===== config.mk =====
export PLATFORM = sky130hd
export DESIGN_NAME = mac_9x16_controller
export DESIGN_NICKNAME = d
export VERILOG_FILES = /design/src/rtl/mac_9x16_controller_pkg.sv /design/src/rtl/mac_9x16_controller_saturate.sv /design/src/rtl/mac_9x16_controller.sv
export SDC_FILE = /design/constraint.sdc
export NUM_CORES = 1
export LEC_CHECK = 0
export CAP_MARGIN = 20
export CORE_AREA = 2 2 287 289
export CTS_BUF_LIST = sky130_fd_sc_hd__clkbuf_16
export DETAILED_ROUTE_END_ITERATION = 8
export DIE_AREA = 0 0 289 291
export DONT_BUFFER_PORTS = 1
export PLACE_DENSITY = 0.5
export SLEW_MARGIN = 20
export SYNTH_ARGS = -nofsm -noshare
export SYNTH_HDL_FRONTEND = slang
export SYNTH_SLANG_ARGS = --single-unit

===== constraint.sdc =====
create_clock -name clk -period 30.8 [get_ports clk]
set_input_delay 4.62 -clock clk [delete_from_list [all_inputs] [get_ports clk]]
set_output_delay 4.62 -clock clk [all_outputs]
set_load 0.01 [all_outputs]

===== src/rtl/mac_9x16_controller_pkg.sv =====
// Shared constants, state encoding and helpers for the 9-lane MAC controller.
package mac_9x16_controller_pkg;

    localparam int N           = 16;          // operand / product / result width
    localparam int Q           = 12;          // fractional bits (products arrive Q-aligned)
    localparam int LANES       = 9;           // multiplier lanes in the array
    localparam int ACC_W       = N + 4;       // 9 * (2^15) fits in N+4 signed bits
    localparam int ARM_TIMEOUT = 4;           // cycles to wait for mul_busy to rise

    localparam logic [2:0] ARM_LAST  = 3'(ARM_TIMEOUT - 1);
    localparam logic [3:0] LAST_LANE = 4'(LANES - 1);

    typedef enum logic [2:0] {
        ST_IDLE  = 3'd0,
        ST_START = 3'd1,
        ST_ARM   = 3'd2,
        ST_WAIT  = 3'd3,
        ST_ACC   = 3'd4,
        ST_OUT   = 3'd5
    } state_t;

    // Sign-extend one N-bit lane product to the accumulator width.
    function automatic logic signed [ACC_W-1:0] lane_ext(input logic [N-1:0] v);
        return {{(ACC_W-N){v[N-1]}}, v};
    endfunction

endpackage


===== src/rtl/mac_9x16_controller_saturate.sv =====
// Combinational signed clamp from IN_W to OUT_W bits with a saturation flag.
module fixed_point_saturate #(
    parameter int IN_W  = 20,
    parameter int OUT_W = 16
) (
    input  logic signed [IN_W-1:0]  value,
    output logic        [OUT_W-1:0] clamped,
    output logic                    sat
);

    // Value fits when every bit from the output sign bit upward equals the input sign.
    always_comb begin
        clamped = value[OUT_W-1:0];
        sat     = 1'b0;
        if (value[IN_W-1:OUT_W-1] == {(IN_W-OUT_W+1){value[IN_W-1]}}) begin
            clamped = value[OUT_W-1:0];
            sat     = 1'b0;
        end else if (value[IN_W-1]) begin
            clamped = {1'b1, {(OUT_W-1){1'b0}}};
            sat     = 1'b1;
        end else begin
            clamped = {1'b0, {(OUT_W-1){1'b1}}};
            sat     = 1'b1;
        end
    end

endmodule


===== src/rtl/mac_9x16_controller.sv =====
// Initiator/consumer for the 9-lane multiplier array: latch operands, start the
// array, wait for completion, accumulate the 9 products serially and present a
// saturated sum on a valid/ready output.
module mac_9x16_controller
    import mac_9x16_controller_pkg::*;
(
    input  logic                 clk,
    input  logic                 rst,
    input  logic                 in_valid,
    output logic                 in_ready,
    input  logic [LANES*N-1:0]   a_flat,
    input  logic [LANES*N-1:0]   b_flat,
    output logic [LANES*N-1:0]   mul_a_flat,
    output logic [LANES*N-1:0]   mul_b_flat,
    output logic                 mul_start,
    input  logic                 mul_busy,
    input  logic [LANES*N-1:0]   mul_o_flat,
    output logic                 out_valid,
    input  logic                 out_ready,
    output logic [N-1:0]         out_sum,
    output logic                 out_sat,
    output logic                 busy
);

    state_t                   state_r;
    state_t                   state_s;
    logic [2:0]               arm_cnt_r;
    logic [3:0]               lane_idx_r;
    logic [N-1:0]             prod_r [0:LANES-1];
    logic signed [ACC_W-1:0]  acc_r;
    logic signed [ACC_W-1:0]  acc_sum_s;
    logic [N-1:0]             clamp_s;
    logic                     clamp_sat_s;
    logic                     accept_s;
    logic                     capture_s;

    assign accept_s  = (state_r == ST_IDLE) && in_valid && in_ready;
    assign acc_sum_s = acc_r + lane_ext(prod_r[lane_idx_r]);

    fixed_point_saturate #(
        .IN_W  (ACC_W),
        .OUT_W (N)
    ) u_sat (
        .value   (acc_sum_s),
        .clamped (clamp_s),
        .sat     (clamp_sat_s)
    );

    // Products are captured when the array finishes, or when it never armed.
    always_comb begin
        capture_s = 1'b0;
        if (state_r == ST_WAIT) begin
            capture_s = !mul_busy;
        end else if (state_r == ST_ARM) begin
            capture_s = !mul_busy && (arm_cnt_r == ARM_LAST);
        end else begin
            capture_s = 1'b0;
        end
    end

    // Next-state logic for the start/busy handshake and accumulation sequence.
    always_comb begin
        state_s = state_r;
        case (state_r)
            ST_IDLE: begin
                if (accept_s) state_s = ST_START;
                else          state_s = ST_IDLE;
            end
            ST_START: begin
                state_s = ST_ARM;
            end
            ST_ARM: begin
                if (mul_busy)                     state_s = ST_WAIT;
                else if (arm_cnt_r == ARM_LAST)   state_s = ST_ACC;
                else                              state_s = ST_ARM;
            end
            ST_WAIT: begin
                if (mul_busy) state_s = ST_WAIT;
                else          state_s = ST_ACC;
            end
            ST_ACC: begin
                if (lane_idx_r == LAST_LANE) state_s = ST_OUT;
                else                         state_s = ST_ACC;
            end
            ST_OUT: begin
                if (out_ready) state_s = ST_IDLE;
                else           state_s = ST_OUT;
            end
            default: begin
                state_s = ST_IDLE;
            end
        endcase
    end

    // State register; async reset aborts any operation in flight.
    always_ff @(posedge clk or posedge rst) begin
        if (rst) state_r <= ST_IDLE;
        else     state_r <= state_s;
    end

    // Control outputs registered from the next state so they align with it.
    // in_ready also waits out an array left busy across a reset.
    always_ff @(posedge clk or posedge rst) begin
        if (rst) begin
            mul_start <= 1'b0;
            out_valid <= 1'b0;
            busy      <= 1'b0;
            in_ready  <= 1'b0;
        end else begin
            mul_start <= (state_s == ST_START);
            out_valid <= (state_s == ST_OUT);
            busy      <= (state_s != ST_IDLE);
            in_ready  <= (state_s == ST_IDLE) && !mul_busy;
        end
    end

    // Operand registers: written only on accept, so stable until capture.
    always_ff @(posedge clk or posedge rst) begin
        if (rst) begin
            mul_a_flat <= '0;
            mul_b_flat <= '0;
        end else if (accept_s) begin
            mul_a_flat <= a_flat;
            mul_b_flat <= b_flat;
        end
    end

    // ARM timeout counter and ACC lane index; both idle at zero.
    always_ff @(posedge clk or posedge rst) begin
        if (rst) begin
            arm_cnt_r  <= 3'd0;
            lane_idx_r <= 4'd0;
        end else begin
            arm_cnt_r  <= (state_r == ST_ARM) ? arm_cnt_r + 3'd1 : 3'd0;
            lane_idx_r <= ((state_r == ST_ACC) && (lane_idx_r != LAST_LANE))
                          ? lane_idx_r + 4'd1 : 4'd0;
        end
    end

    // Product capture from the array in the completion cycle.
    always_ff @(posedge clk or posedge rst) begin
        if (rst) begin
            for (int i = 0; i < LANES; i++) prod_r[i] <= '0;
        end else if (capture_s) begin
            for (int i = 0; i < LANES; i++) prod_r[i] <= mul_o_flat[i*N +: N];
        end
    end

    // Serial accumulation; the clamped result is registered on the last lane
    // and the accumulator is cleared once the result is taken.
    always_ff @(posedge clk or posedge rst) begin
        if (rst) begin
            acc_r   <= '0;
            out_sum <= '0;
            out_sat <= 1'b0;
        end else if (state_r == ST_ACC) begin
            acc_r <= acc_sum_s;
            if (lane_idx_r == LAST_LANE) begin
                out_sum <= clamp_s;
                out_sat <= clamp_sat_s;
            end
        end else if ((state_r == ST_OUT) && out_ready) begin
            acc_r <= '0;
        end
    end

endmodule


==> Yosys cells after proc, flatten, opt, wreduce, memory -nomap -nowiden <==
Cells that the tools add are included.
{ "op_classes": {"n_addsub": 3, "order_cmp": 1, "n_eq_ne": 11, "mux": 19, "bitwise_logic": 1, "n_reduce_logical": 12} }
{ "ops": {"columns": ["op", "count"], "rows": [
  ["16-bit binary-select mux with 4-bit select", 1],
  ["16-bit 2-to-1 mux", 4],
  ["20-bit 2-to-1 mux", 2],
  ["20-bit by 16-bit adder with 20-bit output", 1],
  ["3-bit case mux with 6 select lines", 1],
  ["3-bit 2-to-1 mux", 5],
  ["3-bit by 2-bit == test with 1-bit output (second input constant)", 3],
  ["3-bit == test (second input constant)", 3],
  ["3-bit by 1-bit == test with 1-bit output (second input constant)", 2],
  ["1-bit logical AND", 6],
  ["3-bit zero test", 2],
  ["5-bit greater-or-equal comparator (second input constant)", 1],
  ["1-bit 2-to-1 mux", 5],
  ["4-bit NOT with 5-bit output", 1],
  ["4-bit by 1-bit adder with 4-bit output (second input constant)", 1],
  ["4-bit == test", 1],
  ["4-bit == test (second input constant)", 1],
  ["4-bit 2-to-1 mux", 1],
  ["4-bit != test (second input constant)", 1],
  ["3-bit by 1-bit adder with 3-bit output (second input constant)", 1],
  ["3-bit nonzero test", 1],
  ["2-bit AND reduction", 1],
  ["2-bit nonzero test", 1],
  ["1-bit zero test", 1]
]} }
{ "totals": {"regBits": 483, "inputBits": 437, "out_inout_bits": 309, "word_cells": 68} }

==> Longest topological paths before layout <==
Gate-level depths: netlist of run 1.
{ "depth": {"depth_word": 7, "depth_mapped": 18} }

==> Hierarchy <==
Synthesis of run 1 repeated with hierarchy kept, for this count alone.
{ "unflattened": {"hier_cells": 1349, "area_unflattened_um2": 20509.7} }
{ "by_module_without_submodules": {"columns": ["mod", "instances", "cells_each", "area_each_um2", "seq_area_each_um2"], "rows": [
  ["mac_9x16_controller", 1, 1285, 19954.1, 12086.6],
  ["fixed_point_saturate", 1, 64, 555.5, 0.0]
]} }

==> Worst setup path after synthesis of run 1 <==
No wires, ideal clock.
{ "synth_timing": {"path_kind": "input port to flip-flop", "startpoint": "input mul_busy", "endpoint": "register prod_r[0] (netlist name)", "t_arrival_ps": 6161, "required_ps": 30675, "setup_slack_ps": 24514, "cell_stages": 6, "cell_sequence": "nor2_1 -> and3_1 -> clkbuf_1 -> clkbuf_1 -> clkbuf_1 -> mux2_2"} }
{ "synth_via": {"elab_chain_cells": 4} }
{ "synth_rtl": {"columns": ["element", "line", "rtl"], "rows": [
  ["from (decl)", "mac_9x16_controller.sv:16", "input logic mul_busy,"],
  ["1-bit zero test *", "mac_9x16_controller.sv:53, mac_9x16_controller.sv:55", null],
  ["1-bit logical AND", "mac_9x16_controller.sv:55", "capture_s = !mul_busy && (arm_cnt_r == ARM_LAST);"],
  ["1-bit 2-to-1 mux", "mac_9x16_controller.sv:54", "end else if (state_r == ST_ARM) begin"],
  ["1-bit 2-to-1 mux *", "mac_9x16_controller.sv:52", "if (state_r == ST_WAIT) begin"],
  ["to (decl)", "mac_9x16_controller.sv:29", "logic [N-1:0] prod_r [0:LANES-1];"]
]} }
Every way passes the cells marked *; elsewhere a longest branch is shown, timed or not.
A chain may end at the register's enable or synchronous reset.

==> Final worst setup path of run 1 <==
{ "layout_timing": {"startpoint": "input in_valid", "endpoint": "register mul_b_flat[29]"} }
{ "layout_via": {"elab_chain_cells": 2} }
{ "layout_rtl": {"columns": ["element", "line", "rtl"], "rows": [
  ["from (decl)", "mac_9x16_controller.sv:9", "input logic in_valid,"],
  ["1-bit logical AND (2 in a row)", "mac_9x16_controller.sv:37", "assign accept_s = (state_r == ST_IDLE) && in_valid && in_ready;"],
  ["to (signal assigned)", "mac_9x16_controller.sv:124", "mul_b_flat <= b_flat;"],
  ["to (decl)", "mac_9x16_controller.sv:14", "output logic [LANES*N-1:0] mul_b_flat,"]
]} }
Every way passes these cells.

==> impl_metrics.yaml, run 1 <==
status:
  status: "complete, no violations"
grt:
  grt_max_degree: 123
  grtUsageTotal: 0.156
  antenna_found_initial: 54
  grt_pass1_wl_um: 94100
  grt_pass1_vias: 12500
  grt-ovfl-total: 0
worst_setup_path:
  r2r_setup_slack_ns: 25.77
  r2r_start: "lane_idx_r[0]"
  r2r_cells: 14
  endpoint_kind: "register"
  r2r_end: "out_sum[0]"
  critPathMaxFanout: 85
  required_ns: 31.28
  cp.arrival_ns: 7.54
  critical_path_class: "in2reg"
  cp-start-kind: "primary input"
cts:
  cts_tree: "yes"
  clk_path_buf_depth: 3
  cts_buffers: 54
  clk_latency_ns: 0.61
  ctsHtreeMaxLevel: 2
  cts_hold_buf: 0
  cts_root_buf: "clkbuf_16"
  cts_sinks: 483
  cts.repair.resized: 0
  post_cts_buffers: 0
  clk_pin_slew_worst_paths_ns: 0.06
timing:
  tns_ns: 0
  holdWs_ns: 0.431
  period_minus_slack_ns: 7.05
  final-setup-viol-count: 0
  finalHoldViolCount: 0
  tightest_slew_ns: 1.07
  finalMaxSlewViolations: 0
  relSlewSlack: 0.289
  fmax_mhz: 142
  fin_crit_sh: 0.229
  rsz0062_at_grt: "false"
  skew_ns: 0.0243
min_path:
  min_to: "arm_cnt_r[0]"
  hold_path.class: "reg2reg"
  hold_start: "arm_cnt_r[0]"
  holdPathStages: 1
route:
  drt-pass1-iter-count: 5
  vias: 11600
  drtIter0Drc: 531
  drc: 0
  ant_nets: 0
  drt_wl_total_um: 67100
  wire_per_inst_um: 27.0
  viasPerCell: 4.65
power_and_ir_drop:
  p_seq_frac: 0.480
  internal_power_mw: 1.72
  total_switching_power_mw: 1.03
  leakage_nw: 9.88
  power_density_nw_per_um2: 118
  switching_share: 0.373
  pwr-share-comb: 0.286
  clockPowerShare: 0.234
  ir_worst_vdd_mv: 0.0575
synth:
  ys.flop_type: "dfrtp_1"
  synth_cell_type_count: 64
  synthesis.instances: 1354
  yosysMostFrequentCell: "dfrtp_1"
  yosysSeqAreaShare: 0.598
  avgSynthCellArea_sq_um: 14.9
  syn-num-nets: 1815
  yosysTopAreaCellShare: 0.598
  ys_ff_latch: 483
  yosysWarnings: 0
  synth_top_area_cell: "dfrtp_1"
  synth_area_sq_um: 20200
  synth-async-reset-ratio: 1.00
  synth_edf_count: 0
  synthTopCellsByArea: "dfrtp_1 (60%), mux2_2 (24%), mux4_2 (3.6%), ha_1 (1.4%), clkbuf_1 (1.1%)"
  ys_top_cells_by_count: "dfrtp_1 (483), mux2_2 (434), clkbuf_1 (61)"
floorplanning:
  design.core.area_sq_um: 81200
  fp.dieH_um: 291
  die_area_sq_um: 84100
  die_w_um: 289
  std_cell_rows: 105
  start_util: 0.249
  io_pins: 746
job:
  drv_cap: 0
place:
  port-buffer-count: 0
  placed_area_sq_um: 21400
  post-dp-hpwl_um: 52500
  place_congestion: 0.832
cells_and_area:
  nets: 1811
  area_growth_pct: 14.9
  layout-drive-gt1-share: 0.419
  design_area_sq_um: 23200
  nFillCells: 8199
[worst max-delay path by stage]
stage,to,cells past startpoint,start
after CTS,mul_a_flat[76],4,rst
final,mul_b_flat[29],5,in_valid
after floorplan,acc_r[0],1,rst
after global routing,mul_a_flat[76],4,rst
after detailed placement,mul_a_flat[84],4,rst
after global placement,mul_a_flat[117],4,rst
[power by group through the flow]
stage	sequential, mW	combinational, mW	clock [mW]
final	1.32	0.786	0.645
after global routing	1.35	0.861	0.694
after CTS	1.33	0.795	0.665
after detailed placement	1.34	0.794	0
after global placement	1.33	0.769	0
after floorplan	1.17	0.639	0
[flip-flops by register name, indices dropped and copies added, names as in the netlist]
name and count:
lane_idx_r 4, prod_r 144, out_valid 1, in_ready 1
state_r 3, mul_start 1, arm_cnt_r 3, mul_b_flat 144
out_sum 16, busy 1, out_sat 1, acc_r 20
mul_a_flat 144
[per-layer routing]
metal / share of wire / wire length (um) / track usage
met1: 0.32 / 21700 / 0.154
met2: 0.51 / 34100 / 0.266
met3: 0.11 / 7570 / 0.0788
met4: 0.050 / 3340 / 0.0795
met5: 0.0063 / 422 / 0
[final cells by class]
class | count | area [sq um] | area share
repair buffers | 17 | 128 | 0.00549
inverters | 10 | 45.0 | 0.00194
clock buffers | 56 | 1400 | 0.0603
multi-input cells | 784 | 7830 | 0.337
well taps | 1070 | 1340 | 0.0576
diodes | 19 | 47.5 | 0.00205
clock inverters | 43 | 369 | 0.0159
flip-flops and latches | 483 | 12100 | 0.520
[cells by family (layout without fill, tap and decap cells)]
logic type	Yosys count	count (layout)	synth area share
mux	483	483	0.286
flops	483	483	0.598
simple gates	149	149	0.0364
compound gates	113	113	0.0416
buf+inv	87	126	0.0168
fa+ha+maj	24	24	0.0152
xor+xnor	15	15	0.00687
other cells	0	19	0
[worst max-delay path, cell delays in order]
cell	delay (ns)
nand3_1	0.10
nor2_4	0.54
buf_4	0.92
buf_4	0.80
mux2_2	0.43
[stage by stage]
stage                     worst slack [ns]  power, mW  instances  utilization
final                                23.75       2.75       2482        0.286
after global routing                 23.30       2.90       2474        0.286
after CTS                            23.67       2.79       2463        0.286
after detailed placement             23.01       2.13       2364        0.264
after global placement               23.14       2.10       2364        0.264
after floorplan                      12.70       1.81       1354            -
[layout by cell type, fill, tap and decap left out, drive strengths merged, types with 5 or more instances in the layout]
| cell type | n |
|---|---|
| and2 | 5 |
| a31oi | 5 |
| and3 | 10 |
| bufinv | 5 |
| buf | 17 |
| xor2 | 8 |
| mux2i | 17 |
| mux2 | 434 |
| o21ai | 30 |
| clkbuf | 56 |
| clkinv | 25 |
| dfrtp | 483 |
| mux4 | 32 |
| xnor2 | 7 |
| inv | 19 |
| nand4 | 20 |
| nand2 | 53 |
| ha | 23 |
| a211oi | 8 |
| a21oi | 13 |
| a22o | 18 |
| nand3 | 17 |
| a21o | 14 |
| diode | 19 |
| nor2 | 28 |
(Power assumes the default switching activity.)
==> run 2: changes to the inputs <==
--- a/config.mk
+++ b/config.mk
@@ -6,10 +6,10 @@
 export NUM_CORES = 1
 export LEC_CHECK = 0
 export CAP_MARGIN = 20
-export CORE_AREA = 2 2 287 289
+export CORE_AREA = 2 2 291 293
 export CTS_BUF_LIST = sky130_fd_sc_hd__clkbuf_16
 export DETAILED_ROUTE_END_ITERATION = 8
-export DIE_AREA = 0 0 289 291
+export DIE_AREA = 0 0 293 295
 export DONT_BUFFER_PORTS = 1
 export PLACE_DENSITY = 0.5
 export SLEW_MARGIN = 20
==> constraint.sdc (replaced) <==
create_clock -name clk -period 7.1 [get_ports clk]
set_input_delay 1.065 -clock clk [delete_from_list [all_inputs] [get_ports clk]]
set_output_delay 1.065 -clock clk [all_outputs]
set_load 0.01 [all_outputs]
==> impl_metrics.yaml, run 2 (same netlist as run 1, synthesis figures left out) <==
worst_setup_path:
  crit_chain: "nor2b_1 > and3_1 > nand2_1 > o21ai_0 > ha_1 > a211oi_2 > nor2_1 > o311ai_2 > nand2_1 > a31oi_2 > xor2_2 > nand3_2 > nand4_1"
  critPathMaxFanout: 19
  endpoint_kind: "register"
  cp.arrival_ns: 5.41
  critical_path_class: "reg2reg"
  required_ns: 7.63
  cp_top_family: "simple AND/OR/NAND/NOR gates"
  max_stage_delay_ns: 0.80
  critPathMostFrequentCell: "nand2_1"
  timing.critical_path.buf_inv: 0
  cp-start-kind: "register"
  cp_slowest_cell: "dfrtp_1"
timing:
  tightest_slew_ns: 0.958
  relSlewSlack: 0.361
  fmax_mhz: 205
  layout_setup_ws_ns: 2.22
  finalHoldViolCount: 0
  rsz0062_at_grt: "false"
  fin_crit_sh: 0.687
  skew_ns: 0.00937
  finalMaxSlewViolations: 0
  final-setup-viol-count: 0
  period_minus_slack_ns: 4.88
cells_and_area:
  layout_common_cells: "dfrtp_1 (481), mux2_2 (434), clkbuf_16 (55)"
  nFillCells: 8301
  fin_cells: 2486
  layout_commonest_cell: "dfrtp_1"
  area_growth_pct: 15.1
  nets: 1815
  layout-drive-gt1-share: 0.418
  largest_registers: "mul_a_flat x144, mul_b_flat x144, prod_r x144"
  fin_util: 0.280
route:
  drc: 0
  vias: 11600
  ant_nets: 0
  drt-pass1-iter-count: 5
  wire_per_inst_um: 26.0
  route.met3.wl_um: 5100
  wl_met2_um: 34900
  drtIter0Drc: 561
  drt_wl_total_um: 64800
  maxUsedRoutingLayer: "met5"
  m1WireLength_um: 22600
  viasPerCell: 4.67
place:
  place_congestion: 0.885
  dp_slack_ns: 2.11
  port-buffer-count: 0
  post-dp-hpwl_um: 49800
  dp.cells: 2376
grt:
  grt-ovfl-total: 0
  antenna_found_initial: 30
  grtUsageTotal: 0.145
  grt_pass1_wl_um: 91900
  grt_pass1_vias: 12600
  grt_max_degree: 169
power_and_ir_drop:
  power_density_nw_per_um2: 508
  leakage_nw: 9.92
  ir_worst_vdd_mv: 0.216
cts:
  clk_path_buf_depth: 3
  post_cts_buffers: 0
  cts_root_buf: "clkbuf_16"
  cts_hold_buf: 0
  clk_pin_slew_worst_paths_ns: 0.06
  cts_tree: "yes"
  clk_latency_ns: 0.61
  cts_buffers: 55
  cts_sinks: 483
  ctsHtreeMaxLevel: 2
  cts.repair.resized: 0
floorplanning:
  die_area_sq_um: 86400
  design.core.area_sq_um: 83200
  start_util: 0.243
  die_w_um: 293
  fp.dieH_um: 295
  io_pins: 746
  std_cell_rows: 106
min_path:
  hold_path.class: "in2async"
status:
  status: "complete, no violations"
job:
  drv_cap: 0
==> run 2: cell count changes in the layout (fill, tap and decap cells not counted), moves of 2 or more <==
cell	previous run	this run
buf_12	0	4
inv_1	17	22
clkinv_4	4	1
diode_2	19	7
buf_4	17	15
==> run 2: final timing paths <==
path / from / end / slack [ns] / depth (start not counted)
max in group asynchronous: rst / mul_a_flat[104] / 5.21 / 4
min: rst / mul_a_flat[59] / 0.31 / 1
min in group clk: arm_cnt_r[0] / arm_cnt_r[0] / 0.43 / 1
max: lane_idx_r[3] / out_sum[3] / 2.22 / 13
min reg2reg: arm_cnt_r[0] / arm_cnt_r[0] / 0.43 / 1
max reg2reg: lane_idx_r[3] / out_sum[3] / 2.22 / 13
==> run 2: cell type report <==
class	count	area [sq um]	area share
clock inverters	47	362	0.0155
multi-input cells	784	7830	0.336
diodes	7	17.5	0.000752
well taps	1080	1350	0.0580
repair buffers	20	220	0.00946
clock buffers	55	1380	0.0591
inverters	10	41.3	0.00177
flip-flops and latches	483	12100	0.519
==> run 2: stage by stage <==
step / power, mW / hold slack [ns] / setup TNS (ns) / cell area [sq um]
after global routing: 12.5 / 0.287 / 0 / 23300
after CTS: 12.0 / 0.269 / 0 / 23200
final: 11.8 / 0.308 / 0 / 23300
after global placement: 9.08 / 0.422 / 0 / 21500
after floorplan: 7.85 / 0.410 / -247.15 / 20200
after detailed placement: 9.15 / 0.434 / 0 / 21500
==> run 2: routing by layer <==
metal | global-route usage | vias to the layer above
met5 | 0 | -
met4 | 0.0457 | 18
met3 | 0.0481 | 130
met2 | 0.268 | 519
met1 | 0.154 | 5984
li1 | - | 4950
==> run 2: where the power goes <==
group / leakage (nW) / internal [mW] / switching (mW)
registers: 6.00 / 4.08 / 1.57
clock network: 0.890 / 1.56 / 1.19
logic: 3.02 / 1.80 / 1.64
